## src/rtl/censor_feeder.sv

```systemverilog
`default_nettype none
// ============================================================================
// Module      : censor_feeder
// Description : Converts a valid/ready byte stream into the censor core's
//               per-clock char/bloom_write/enable drive. Dictionary packets
//               load the Bloom filter; text packets are forwarded and then
//               followed by PAD_LEN spaces so the core's delay FIFO drains.
//               Every packet is guaranteed to end in a space.
// Revision    : 1.0 - initial release
// ============================================================================
module censor_feeder #(
   parameter int PAD_LEN = 44,
   parameter int MAX_LEN = 200
) (
   input  logic        clock,
   input  logic        reset,
   input  logic        s_valid,
   output logic        s_ready,
   input  logic [7:0]  s_data,
   input  logic        s_dict,
   input  logic        s_last,
   output logic [7:0]  char_out,
   output logic        bloom_write,
   output logic        enable,
   output logic        busy,
   output logic        done,
   output logic [15:0] msg_len,
   output logic        len_err
);

   localparam int                 c_pad_w    = (PAD_LEN > 1) ? $clog2(PAD_LEN) : 1;
   localparam logic [c_pad_w-1:0] c_pad_load = c_pad_w'(PAD_LEN - 1);
   localparam logic [c_pad_w-1:0] c_pad_one  = c_pad_w'(1);
   localparam logic [15:0]        c_max_len  = 16'(MAX_LEN);
   localparam logic [7:0]         c_space    = 8'h20;

   typedef enum logic [2:0] {
      ST_IDLE  = 3'd0,
      ST_DICT  = 3'd1,
      ST_TEXT  = 3'd2,
      ST_SPACE = 3'd3,
      ST_PAD   = 3'd4,
      ST_FIN   = 3'd5
   } state_t;

   state_t             r_state;
   state_t             w_state_next;
   logic               r_mode;          // 1 = dictionary packet in progress
   logic               w_mode_next;
   logic               w_mode_cur;      // mode that applies to this cycle's byte
   logic [c_pad_w-1:0] r_pad_cnt;
   logic [c_pad_w-1:0] w_pad_cnt_next;

   logic [7:0]         r_char;
   logic [7:0]         w_char;
   logic               r_bw;
   logic               w_bw;
   logic               r_en;
   logic               w_en;
   logic               r_done;
   logic               w_done;

   logic [15:0]        r_msg_len;
   logic [15:0]        w_msg_len_next;
   logic [15:0]        w_len_inc;
   logic               r_len_err;
   logic               w_len_err_next;
   logic               w_len_start;     // first byte of a text packet
   logic               w_len_step;      // further text char (byte or injected space)

   // State, mode latch and pad counter registers
   always_ff @(posedge clock) begin
      if (reset) begin
         r_state   <= ST_IDLE;
         r_mode    <= 1'b0;
         r_pad_cnt <= '0;
      end else begin
         r_state   <= w_state_next;
         r_mode    <= w_mode_next;
         r_pad_cnt <= w_pad_cnt_next;
      end
   end

   // Next-state logic plus the values the core will see on the following cycle
   always_comb begin
      w_state_next   = r_state;
      w_mode_next    = r_mode;
      w_mode_cur     = r_mode;
      w_pad_cnt_next = r_pad_cnt;
      w_char         = r_char;
      w_bw           = 1'b0;
      w_en           = 1'b0;
      w_done         = 1'b0;
      w_len_start    = 1'b0;
      w_len_step     = 1'b0;
      s_ready        = 1'b0;

      unique case (r_state)
         ST_IDLE, ST_DICT, ST_TEXT: begin
            s_ready = 1'b1;
            if (r_state == ST_IDLE) begin
               w_mode_cur = s_dict;
            end
            if (s_valid) begin
               w_mode_next = w_mode_cur;
               w_char      = s_data;
               w_bw        = w_mode_cur;
               w_en        = 1'b1;
               if (!w_mode_cur) begin
                  w_len_start = (r_state == ST_IDLE);
                  w_len_step  = (r_state != ST_IDLE);
               end
               if (s_last) begin
                  // A packet already ending in a space needs no injected one
                  if (s_data != c_space) begin
                     w_state_next = ST_SPACE;
                  end else if (w_mode_cur) begin
                     w_state_next = ST_FIN;
                  end else begin
                     w_state_next   = ST_PAD;
                     w_pad_cnt_next = c_pad_load;
                  end
               end else begin
                  w_state_next = w_mode_cur ? ST_DICT : ST_TEXT;
               end
            end
         end
         ST_SPACE: begin
            w_char     = c_space;
            w_bw       = r_mode;
            w_en       = 1'b1;
            w_len_step = !r_mode;
            if (r_mode) begin
               w_state_next = ST_FIN;
            end else begin
               w_state_next   = ST_PAD;
               w_pad_cnt_next = c_pad_load;
            end
         end
         ST_PAD: begin
            w_char = c_space;
            w_en   = 1'b1;
            if (r_pad_cnt == '0) begin
               w_state_next = ST_FIN;
            end else begin
               w_pad_cnt_next = r_pad_cnt - c_pad_one;
            end
         end
         ST_FIN: begin
            w_done       = 1'b1;
            w_state_next = ST_IDLE;
         end
         default: begin
            w_state_next = ST_IDLE;
         end
      endcase
   end

   // Saturating text length and the sticky over-length flag
   always_comb begin
      w_len_inc      = (r_msg_len == 16'hFFFF) ? r_msg_len : r_msg_len + 16'd1;
      w_msg_len_next = r_msg_len;
      w_len_err_next = r_len_err;
      if (w_len_start) begin
         w_msg_len_next = 16'd1;
         w_len_err_next = (16'd1 > c_max_len);
      end else if (w_len_step) begin
         w_msg_len_next = w_len_inc;
         if (w_len_inc > c_max_len) begin
            w_len_err_next = 1'b1;
         end
      end
   end

   // Registered core drive and status outputs
   always_ff @(posedge clock) begin
      if (reset) begin
         r_char    <= 8'h00;
         r_bw      <= 1'b0;
         r_en      <= 1'b0;
         r_done    <= 1'b0;
         r_msg_len <= 16'd0;
         r_len_err <= 1'b0;
      end else begin
         r_char    <= w_char;
         r_bw      <= w_bw;
         r_en      <= w_en;
         r_done    <= w_done;
         r_msg_len <= w_msg_len_next;
         r_len_err <= w_len_err_next;
      end
   end

   assign char_out    = r_char;
   assign bloom_write = r_bw;
   assign enable      = r_en;
   assign done        = r_done;
   assign msg_len     = r_msg_len;
   assign len_err     = r_len_err;
   assign busy        = (r_state != ST_IDLE);

endmodule
`default_nettype wire

```

## config.mk

```make
export PLATFORM = sky130hd
export DESIGN_NAME = censor_feeder
export DESIGN_NICKNAME = d
export VERILOG_FILES = /design/src/rtl/censor_feeder.sv
export SDC_FILE = /design/constraint.sdc
export NUM_CORES = 1
export LEC_CHECK = 0
export ABC_AREA = 1
export CORE_MARGIN = 10
export CORE_UTILIZATION = 36
export CTS_BUF_LIST = sky130_fd_sc_hd__clkbuf_4 sky130_fd_sc_hd__clkbuf_8 sky130_fd_sc_hd__clkbuf_16
export CTS_CLUSTER_SIZE = 28
export DETAILED_ROUTE_END_ITERATION = 10
export PLACE_DENSITY = 0.66
export REMOVE_ABC_BUFFERS = 1
export SYNTH_ARGS = -nofsm -noshare
export SYNTH_HDL_FRONTEND = slang
export SYNTH_SLANG_ARGS = --single-unit
export TNS_END_PERCENT = 5
```

## constraint.sdc

```tcl
create_clock -name clock -period 2.3 [get_ports clock]
set_clock_uncertainty 0.2 [all_clocks]
set_input_delay 0.345 -clock clock [delete_from_list [all_inputs] [get_ports clock]]
set_output_delay 0.345 -clock clock [all_outputs]
set_load 0.02 [all_outputs]
```

== Yosys cells after proc, flatten, opt, wreduce, memory -nomap -nowiden ==
Index checks and enable logic that the tools add are counted.
W data, S select, Z words.

* Multiplexer cells: 34
* Multiply operators: 0
* Div/mod/pow operators: 0
* Reduce and logical (&&, ||, !) cells: 15
* Add/subtract/negate cells: 2
* Shift operators: 0
* Bitwise logic cells: 0
* $lt $le $gt $ge: 1
* Equality and inequality tests: 14

{| class="wikitable"
|+ Operators with widths
! operator !! count
|-
| $mux W6 || 6
|-
| $pmux W6 S3 || 1
|-
| $add A16 B1 Y16 const B || 1
|-
| $eq A16 B16 Y1 const B || 1
|-
| $gt A16 B8 Y1 const B || 1
|-
| $mux W16 || 1
|-
| $pmux W8 S2 || 1
|-
| $mux W1 || 15
|-
| $ne A2 B2 Y1 const B || 7
|-
| $mux W3 || 4
|-
| $pmux W3 S3 || 1
|-
| $mux W8 || 1
|-
| $ne A8 B6 Y1 const B || 1
|-
| $reduce_and A2 Y1 || 4
|-
| $reduce_and A7 Y1 || 1
|-
| $eq A3 B2 Y1 const B || 2
|-
| $eq A3 B3 Y1 const B || 2
|-
| $logic_not A6 Y1 || 1
|-
| $pmux W1 S2 || 3
|-
| $reduce_bool A3 Y1 || 2
|-
| $sub A6 B1 Y6 const B || 1
|-
| $reduce_bool A2 Y1 || 2
|-
| $reduce_or A2 Y1 || 2
|-
| $eq A3 B1 Y1 const B || 1
|-
| other kinds (4) || 4
|}

* Register bits after elaboration: 38
* RAM bits: 0
* Logic and storage cells: 76
* Bits in latches: 0
* Bits in read-only memories: 0
* Memories: 0
* Input bits: 13

== Longest topological paths before layout ==
* Depth after elaboration: 8
* Mapped depth: 14

== Least setup slack after synthesis ==
No wires, ideal clock.

* Path kind: register to register
* Start: reg r_msg_len[0], in the netlist msg_len[0]
* End: reg r_len_err, in the netlist len_err
* Clock period less this slack: 2.053 ns
* Arrival: 1.735 ns
* Stages on the path, launching flop included: 13
* Library setup time: 0.117 ns
* Path buffers: 0
* Data required time: 1.983 ns
* Setup slack: 0.247 ns
* Cell sequence: dfxtp_1 -> ha_1 -> nand2_2 -> nor2_4 -> nand2_4 -> nor2_4 -> nor2_2 -> nor2_2 -> nand3_1 -> nor2_1 -> nand3_1 -> nand3_1 -> a21oi_2

* Cells in the longest elaborated chain, start to end: 4
* Elaborated cells on any way between the ends: 5

{| class="wikitable"
|+ Ends and longest elaborated chain
! element !! RTL line !! text
|-
| start: declaration || 63 || <nowiki>logic [15:0] r_msg_len;</nowiki>
|-
| start signal: assignment || 189 || <nowiki>r_msg_len <= w_msg_len_next;</nowiki>
|-
| $add A16 B1 Y16 / $eq A16 B16 Y1 (equally long branches) || 161 || <nowiki>w_len_inc = (r_msg_len == 16'hFFFF) ? r_msg_len : r_msg_len + 16'd1;</nowiki>
|-
| $mux W16 (*) || 161 ||
|-
| $gt A16 B8 Y1 (*) || 169 || <nowiki>if (w_len_inc > c_max_len) begin</nowiki>
|-
| $reduce_and A2 Y1 (no line) (*) || -- ||
|-
| end signal: assignment || 190 || <nowiki>r_len_err <= w_len_err_next;</nowiki>
|-
| end: declaration || 66 || <nowiki>logic r_len_err;</nowiki>
|}

Every way passes the cells marked *; elsewhere a longest branch is shown, timed or not.
A chain may end at the register's enable or synchronous reset.

== Final worst setup path ==
Same ends and word-level chain as after synthesis.

==> impl_metrics.json <==
{
  "rrSetupSlack_ns": 0.18,
  "fin_nets": 404,
  "synth_cell_types": 37,
  "arrival_ns": 2.10,
  "tightest_slew_ns": 0.414,
  "drt_iter0_drc": 79,
  "hold_start": "r_pad_cnt[0]$_SDFFE_PP0P_",
  "ant_nets": 0,
  "final-setup-viol-count": 0,
  "r2r-start": "msg_len[0]$_SDFFE_PP0P_",
  "clock_sinks": 38,
  "numCtsBuffers": 5,
  "post_cts_resized": 0,
  "coreArea_sq_um": 5990,
  "start_kind": "flip-flop",
  "min_to": "r_pad_cnt[0]$_SDFFE_PP0P_",
  "drv_slew": 0,
  "status": "complete, no violations",
  "port_buffers": 42,
  "row_count": 28,
  "ys_warn_count": 0,
  "antenna_found_initial": 0,
  "path_clk_slew_ns": 0.09,
  "cts_tree": "built",
  "synth_area_leaders": "dfxtp_1 34%, nand2_1 14%, inv_1 7.9%, a21oi_1 5.4%, nor2_1 5.4%",
  "crit_chain": "ha_1 -> nand2_2 -> nor2_4 -> nand2_4 -> nor2_2 -> nand2_1 -> o21ai_0 -> nand2_1 -> nor2_1 -> nand3_1 -> nand3_1 -> a21oi_2",
  "synth_top_area_share_pct": 34.0,
  "num_antenna_cells": 0,
  "grt_util_all_layers_pct": 12.0,
  "worst-path-max-fanout": 5,
  "startpoint": "msg_len[0]$_SDFFE_PP0P_",
  "yosysTopAreaCell": "dfxtp_1",
  "routed_via_density": 4.84,
  "drive_gt1_share_pct": 11.6,
  "die_w_microns": 98.8,
  "cts_max_level": 2,
  "power.density_nw_per_um2": 683,
  "grt_pass1_wl_mm": 10.0,
  "slowest_delay_ns": 0.35,
  "grt_max_degree": 20,
  "clock_latency_ns": 0.29,
  "leakage_nw": 1.22,
  "ys_async_sr_fraction_pct": 0,
  "peakVddDrop_mv": 0.396,
  "wirelength_mm": 5.71,
  "max_freq_mhz": 472,
  "vias": 2248,
  "cts_max_path_buffers": 2,
  "slowest_stage": "dfxtp_1",
  "synthFlopType": "dfxtp_1",
  "place_hpwl_mm": 4.44,
  "boundaryPins": 43,
  "synth_seq_cells": 38,
  "synth_most_common_cell": "nand2_1",
  "rr_worst_depth": 12,
  "relSlewSlack_pct": 72.3,
  "hold_violations": 0,
  "area_growth_pct": 28.7,
  "required_ns": 2.28,
  "rsz0062_at_grt": "no",
  "synth_seq_area_share_pct": 34.0,
  "fp.dieH_microns": 98.8,
  "post-cts-setup-buffer-count": 0,
  "min_delay_path_depth": 1,
  "grt_overflow_total": 0,
  "hold_buffers": 0,
  "hp-class": "flip-flop to flip-flop",
  "dieArea_sq_um": 9770,
  "initial_core_util_pct": 37.3,
  "utilization_pct": 48.1,
  "avgSynthCellArea_sq_um": 6.60,
  "syn-cell-area_sq_um": 2240,
  "gp_congestion": 0.890,
  "hold_ws_ns": 0.247,
  "synth-edff-count": 0,
  "period_needed_ns": 2.12,
  "maxCapViolations": 0,
  "syn-instance-count": 339,
  "cts-root-buf": "clkbuf_8",
  "first_global_vias": 2279,
  "synth_common_cells": "81 x nand2_1, 47 x inv_1, 38 x dfxtp_1",
  "crit_type": "flip-flop to flip-flop",
  "drtPass1Iterations": 4,
  "drc": 0,
  "r2r_end": "len_err$_SDFFE_PP0P_",
  "period_share_pct": 92.0,
  "end_kind": "flip-flop",
  "wl_per_cell_microns": 12.3
}
## worst max-delay path, delay by kind of cell (launching register included)
family | cells | cell delay [ns]
AND/OR/NAND/NOR | 9 | 1.07
flip-flops | 1 | 0.35
adder cells (fa/ha/maj) | 1 | 0.23
AO/OA/AOI/OAI | 2 | 0.17
## worst max-delay path by stage
stage,to
2_1_floorplan,msg_len[3]$_SDFFE_PP0P_
3_3_place_gp,r_pad_cnt[2]$_SDFFE_PP0P_
3_5_place_dp,r_pad_cnt[2]$_SDFFE_PP0P_
4_1_cts,len_err$_SDFFE_PP0P_
5_1_grt,len_err$_SDFFE_PP0P_
6_report,len_err$_SDFFE_PP0P_
## where the power goes
part | internal, mW | switching (mW)
clock | 0.323 | 0.254
combinational | 0.257 | 0.335
sequential | 0.724 | 0.0736
total | 1.30 | 0.663
## stage by stage
stage	setup TNS (ns)	instance area, sq um	std cells	power, mW	setup slack, ns
floorplan	0	2190	331	1.15	0.145
global placement	0	2770	456	1.40	0.0264
detailed placement	-0.00827	2770	456	1.41	-0.00827
CTS	0	2880	464	1.99	0.182
global route	0	2880	464	2.10	0.00272
finish	0	2880	464	1.97	0.183
## logic make-up (layout without fill, tap and decap cells)
kind of cell | count (synthesis) | in the layout | share of synthesized area (%)
flops | 38 | 38 | 34.0
xor+xnor | 5 | 5 | 1.96
fa+ha+maj | 3 | 3 | 1.68
buf+inv | 58 | 108 | 10.4
simple gates | 176 | 176 | 36.9
compound gates | 59 | 59 | 15.0
## flip-flops by register name, indices dropped and copies added, names as in the netlist
signal       flops
len_err          1
enable           1
msg_len         16
r_mode           1
done             1
char_out         8
bloom_write      1
r_state          3
r_pad_cnt        6
## routing by layer
layer  share of wire, %  track usage [%]  vias up
li1                   -                -     1194
met1                 45             13.6      998
met2                 47             20.3       52
met3                7.6             4.61        4
met4               0.70             3.75        0
met5                  0                0        -
## area by class of cell
type,instances,area (sq um)
clock inverters,3,45.0
flip-flops and latches,38,761
repair buffers,50,480
fillers,624,3110
well taps,75,93.8
inverters,50,188
clock buffers,5,68.8
multi-input cells,243,1240
## placed cells by master, fill, tap and decap left out, types with 2 or more instances in the layout
master	Yosys	routed
nor2_4	3	3
nand3_1	22	22
a211oi_1	2	2
o211ai_1	6	6
nand2_1	81	81
clkdlybuf4s50_1	0	42
ha_1	3	3
a21oi_1	24	24
inv_2	3	3
o21ai_1	2	2
buf_4	1	8
clkbuf_8	0	5
dfxtp_1	38	38
inv_1	47	47
nor2_2	9	9
xor2_1	4	4
nand2_2	5	5
nor2_1	32	32
nor3_1	5	5
nand3_2	4	4
o21ai_0	18	18
clkinvlp_4	0	2
nand4_1	9	9
Power figures use the tool's default switching activity.
